===== config.mk =====
export PLATFORM = sky130hd
export DESIGN_NAME = fetch_stage
export DESIGN_NICKNAME = d
export VERILOG_FILES = /design/src/rtl/fetch_stage.sv
export SDC_FILE = /design/constraint.sdc
export NUM_CORES = 1
export LEC_CHECK = 0
export ABC_AREA = 0
export BUFFER_PORTS_ARGS = -buffer_cell sky130_fd_sc_hd__buf_2
export CAP_MARGIN = 20
export CORE_MARGIN = 1.5
export CORE_UTILIZATION = 31
export DETAILED_ROUTE_END_ITERATION = 6
export PLACE_DENSITY = 0.69
export SETUP_SLACK_MARGIN = 0.05
export SLEW_MARGIN = 25
export SYNTH_ARGS = -nofsm -noshare
export SYNTH_HDL_FRONTEND = slang
export SYNTH_SLANG_ARGS = --single-unit

===== constraint.sdc =====
create_clock -name clk -period 2.3 [get_ports clk]
set_clock_uncertainty 0.1 [all_clocks]
set_input_delay 0.46 -clock clk [delete_from_list [all_inputs] [get_ports clk]]
set_output_delay 0.46 -clock clk [all_outputs]
set_load 0.01 [all_outputs]

===== src/rtl/fetch_stage.sv =====
// fetch_stage: instruction-fetch front end of the five-stage RISC-V pipeline.
// Owns the PC, drives the instruction memory address and fills the IF/ID
// register. Stalls hold everything; EX redirects load a new PC and flush
// IF/ID to a bubble.
// Optional feature macro: FETCH_MISALIGN_TRAP_EN (misaligned redirects go to
// TRAP_PC and are reported on Misaligned_Fetch / Fault_Addr). Without it the
// redirect target is simply word-aligned.
module fetch_stage #(
  parameter logic [63:0] RESET_PC  = 64'h0,
  parameter logic [31:0] NOP_INSTR = 32'h0000_0013,
  parameter logic [63:0] TRAP_PC   = 64'h0000_0000_0000_0100
) (
  input  logic        clk,
  input  logic        reset_n,
  output logic [63:0] Instruction_Address,
  input  logic [31:0] Instruction,
  input  logic        Stall,
  input  logic        Branch_Taken,
  input  logic [63:0] Branch_Target,
  output logic [63:0] IFID_PC,
  output logic [31:0] IFID_Instruction,
  output logic        IFID_Valid,
  output logic        Misaligned_Fetch,
  output logic [63:0] Fault_Addr
);

`ifdef FETCH_MISALIGN_TRAP_EN
  localparam bit TrapEn = 1'b1;
`else
  localparam bit TrapEn = 1'b0;
`endif

  logic [63:0] pc_q, pc_d;
  logic [63:0] ifidPc_q, ifidPc_d;
  logic [31:0] ifidInstr_q, ifidInstr_d;
  logic        ifidValid_q, ifidValid_d;
  logic        misaligned_q, misaligned_d;
  logic [63:0] faultAddr_q, faultAddr_d;

  // Next-state selection: redirect beats stall, stall beats sequential fetch.
  always_comb begin
    pc_d         = pc_q;
    ifidPc_d     = ifidPc_q;
    ifidInstr_d  = ifidInstr_q;
    ifidValid_d  = ifidValid_q;
    misaligned_d = 1'b0;
    faultAddr_d  = faultAddr_q;
    if (Branch_Taken) begin
      ifidPc_d    = 64'h0;
      ifidInstr_d = NOP_INSTR;
      ifidValid_d = 1'b0;
      if (TrapEn && (Branch_Target[1:0] != 2'b00)) begin
        pc_d         = TRAP_PC;
        misaligned_d = 1'b1;
        faultAddr_d  = Branch_Target;
      end else begin
        pc_d = {Branch_Target[63:2], 2'b00};
      end
    end else if (!Stall) begin
      ifidPc_d    = pc_q;
      ifidInstr_d = Instruction;
      ifidValid_d = 1'b1;
      pc_d        = pc_q + 64'd4;
    end
  end

  // State registers; reset clears IF/ID to a bubble and restarts at RESET_PC.
  always_ff @(posedge clk or negedge reset_n) begin
    if (!reset_n) begin
      pc_q         <= RESET_PC;
      ifidPc_q     <= 64'h0;
      ifidInstr_q  <= NOP_INSTR;
      ifidValid_q  <= 1'b0;
      misaligned_q <= 1'b0;
      faultAddr_q  <= 64'h0;
    end else begin
      pc_q         <= pc_d;
      ifidPc_q     <= ifidPc_d;
      ifidInstr_q  <= ifidInstr_d;
      ifidValid_q  <= ifidValid_d;
      misaligned_q <= misaligned_d;
      faultAddr_q  <= faultAddr_d;
    end
  end

  assign Instruction_Address = pc_q;
  assign IFID_PC             = ifidPc_q;
  assign IFID_Instruction    = ifidInstr_q;
  assign IFID_Valid          = ifidValid_q;
  assign Misaligned_Fetch    = misaligned_q;
  assign Fault_Addr          = faultAddr_q;

endmodule


Word level (Yosys, flattened, before mapping)

Index checks and enable logic that the tools add are counted.

Muxes and demuxes: 8
Add/subtract/negate cells: 1
Equality and inequality tests: 1

Operators by type and width:

| cell                                                                    | number |
|---|---|
| 64-bit two-way mux                                                      | 4 |
| 64-bit by 3-bit adder with 64-bit output, second input constant         | 1 |
| 32-bit two-way mux                                                      | 2 |
| 1-bit two-way mux                                                       | 2 |
| 2-bit by 1-bit inequality test with 1-bit output, second input constant | 1 |

Flip-flop bits (word level): 161
Bits of input ports: 100
Output and inout port bits: 226

Logic depth before layout (Yosys ltp)

Depth in word-level cells: 3
Mapped depth: 8

Least setup slack after synthesis

No wires, ideal clock.

Path kind: register to register
Start: register pc_q[18], in the netlist Instruction_Address[18]
End: register pc_q[63], in the netlist Instruction_Address[63]
Data arrival time: 2387 ps
Buffers on the path: 2
Stages on the path, launching flop included: 8
Slack: -269 ps
Library setup time: 82 ps
Required time: 2118 ps
Clock period less this slack: 2569 ps
Cell sequence: dfrtp_1 > buf_2 > nand4_2 > or4_4 > buf_6 > or4_4 > or3_1 > a31oi_1

Cells in the longest elaborated chain, start to end: 3

RTL lines:

| item                                     | RTL line | source |
|---|---|---|
| start: declaration                       | 33       | `logic [63:0] pc_q, pc_d;` |
| start signal: assignment                 | 77       | `pc_q <= pc_d;` |
| 64-bit by 3-bit adder with 64-bit output | 63       | `pc_d = pc_q + 64'd4;` |
| 64-bit two-way mux                       | 59       | `end else if (!Stall) begin` |
| 64-bit two-way mux                       | 48       | `if (Branch_Taken) begin` |

Every way passes these cells. The select of a mux whose other input is x is not followed.
A chain may end at the register's enable or synchronous reset.

Worst setup path after layout

Start: register pc_q[29], in the netlist Instruction_Address[29]
End: register pc_q[59], in the netlist Instruction_Address[59]

Same word-level chain as after synthesis.

==> out/qor.yml <==
logic_synthesis:
  syn_area_per_cell_um2: 9.830
  synthCells: 816
  synth_edf_count: 0
  ys_seq_area_share_pct: 49.34
  async_flop_share_pct: 100.0
  yosys_warnings: 0
  syn-cell-area_mm2: 0.008021
  synth_cell_type_count: 45
  ys.flop_type: "dfrtp_1"
  yosys_register_bits: 158
sta:
  fin_ws_ns: -0.01284
  hold_violations: 0
  rsz0062_at_grt: "true"
  tightest_slew_ns: 0.7019
  setup_viol_count_final: 1
  drv_slew: 0
  fmax_ghz: 0.4324
  final.setup.tns_ns: -0.01284
  finalCritPeriodShare_pct: 100.6
  fin_crit_ns: 2.313
  relSlewSlack_pct: 53.21
drt:
  dr.pass1.iters: 4
  via_per_inst: 4.674
  ant_nets: 0
  wl_per_cell_um: 16.26
  drc_errors: 0
  wl_mm: 24.40
  drt_iter0_drc: 390
  vias: 7011
worst_setup_path:
  crit_path_end_kind: "register"
  path_class: "reg2reg"
  cp_max_fo: 4
  crit_path_start_kind: "register"
  r2r_cells: 5
  cp_data_required_time_ns: 2.54
  critical_path_arrival_ns: 2.55
  crit_start: "Instruction_Address[29]$_DFFE_PN0N_"
  r2r-start: "Instruction_Address[29]$_DFFE_PN0N_"
  ff2ff_setup_slack_ns: -0.01
  regToRegEndpoint: "Instruction_Address[59]$_DFFE_PN0N_"
  endpoint: "Instruction_Address[59]$_DFFE_PN0N_"
placement:
  hpwl_mm: 18.37
  placedCellCount: 1460
  place.gp.congestion: 0.8070
  portBuffers: 256
pwr:
  max-vdd-ir-drop_mv: 0.3634
  p_per_area_mw_per_mm2: 667.2
  static-leakage-power_nw: 5.526
floorplanning:
  dieHeight_um: 163.9
  die_w_um: 163.9
  core_area_mm2: 0.02525
  die_area_mm2: 0.02685
  io_pins: 326
  rows: 58
  floorplan.initialDensity_pct: 31.76
worst_hold_path:
  hold_class: "in2reg"
final_layout:
  stdcell_count: 1500
  mostFrequentLayoutCell: "buf_2"
  multi_input_area_mm2: 0.003797
  final_cell_mix: "253 x buf_2, 145 x dfrtp_1, 106 x buf_4"
  seqCellArea_mm2: 0.003970
  drive_gt1_share_pct: 38.10
  syn2layout_area_growth_pct: 36.67
  fill_cells: 2488
  fin_nets: 1256
grt:
  antenna_found_initial: 6
  grt_max_degree: 81
  grt_pass1_wl_mm: 36.93
  overflow: 0
  first_global_vias: 6733
  track_usage_pct: 17.88
clocking:
  cts_tree: "done"
  cts_buffer_depth: 2
  numCtsBuffers: 17
  insertion_delay_ns: 0.43
  htreeDepth: 4
  clk_pin_slew_ns: 0.07
  clockRootBuffer: "clkbuf_16"
  cts_sinks: 158
outcome:
  violations: "negative setup slack"
  outcome: "finished with violations"
flow_run:
  maxCapViolations: 0
report_power, final:
| group | switching [mW] | internal [mW] | leakage (nW) | total, mW |
|---|---|---|---|---|
| Clock | 1.26 | 1.57 | 0.280 | 2.83 |
| Combinational | 0.763 | 0.583 | 3.25 | 1.35 |
| Sequential | 0.149 | 2.99 | 2.00 | 3.14 |
stage by stage:
step / power, mW / area [um^2] / hold slack, ns / utilization, % / worst slack, ns
after floorplan: 3.906 / 8362 / 0.06441 / - / -0.1188
after global placement: 4.494 / 10190 / 0.2646 / 40.34 / -0.1767
after detailed placement: 4.525 / 10190 / 0.2641 / 40.34 / -0.2127
after CTS: 7.393 / 10850 / 0.1191 / 42.97 / -0.01928
after global routing: 7.669 / 10960 / 0.1239 / 43.40 / -0.1144
final: 7.315 / 10960 / 0.1368 / 43.41 / -0.01284
cells by family (layout without fill, tap and decap cells):
group	Yosys count	after routing	synth area share (%)
AND/OR/NAND/NOR	320	320	19.36
flip-flops	158	158	49.34
buffers and inverters	119	405	8.891
multiplexers	95	95	11.89
AO/OA/AOI/OAI	74	74	5.085
XOR/XNOR	48	48	5.241
adder cells (fa/ha/maj)	1	1	0.1560
other	1	69	0.04675
sequential cells by signal (all words and copies together) (netlist names):
register and cells:
Instruction_Address 62, IFID_PC 63, IFID_Instruction 32, IFID_Valid 1
worst max-delay path, stage by stage, from the launching register on:
cell     delay, ns
dfrtp_2       0.37
nand3_2       0.10
or4_4         0.57
or4_4         0.56
or3_1         0.36
a31oi_1       0.17
cells in the mapped netlist (12+ instances only):
| cell type | instances | share of area [%] |
|---|---|---|
| nand4_1 | 21 | 1.6 |
| clkbuf_1 | 28 | 1.3 |
| o21ai_0 | 51 | 3.2 |
| nand3_1 | 25 | 1.6 |
| buf_4 | 68 | 6.4 |
| xnor2_1 | 29 | 3.2 |
| nor4_1 | 17 | 1.3 |
| nand2_1 | 79 | 3.7 |
| xor2_1 | 19 | 2.1 |
| buf_1 | 12 | 0.56 |
| nor3_1 | 17 | 1.1 |
| mux2i_1 | 93 | 12 |
| and3_1 | 14 | 1.1 |
| dfrtp_1 | 155 | 48 |
| nor2_1 | 105 | 4.9 |
cell type report:
type                    instances  area share, %
well taps                     330          3.766
flip-flops and latches        158          36.21
clock inverters                13          1.210
repair buffers                366          19.76
clock buffers                  19          4.131
inverters                       7         0.2397
diodes                          2        0.04565
multi-input cells             605          34.64
metal layers:
| layer | vias up | wire length (um) | track usage, % |
|---|---|---|---|
| met1 | 3394 | 10840 | 22.82 |
| met5 | - | 46 | 0 |
| li1 | 3357 | - | - |
| met4 | 8 | 429 | 5.702 |
| met2 | 218 | 11540 | 29.57 |
| met3 | 34 | 1547 | 4.470 |
worst min-delay path by stage:
stage	startpoint	depth (start not counted)	end
6_report	Branch_Target[25]	3	Instruction_Address[25]$_DFFE_PN0N_
3_3_place_gp	reset_n	1	IFID_Instruction[10]$_DFFE_PN0N_
2_1_floorplan	reset_n	0	IFID_Instruction[10]$_DFFE_PN0N_
5_1_grt	Branch_Target[31]	3	Instruction_Address[31]$_DFFE_PN0N_
3_5_place_dp	reset_n	1	IFID_Instruction[2]$_DFFE_PN0N_
4_1_cts	Branch_Target[25]	3	Instruction_Address[25]$_DFFE_PN0N_
what timing repair did:
action | CTS | global route
pin swaps | 5 | 1
endpoints found under the hold margin | 22 | 0
setup buffers | 4 | 1
gates resized for setup | 7 | 18
setup endpoints to repair | 9 | 23
hold buffers | 1 | 0
Note: power is estimated with default switching activity, not from simulation.
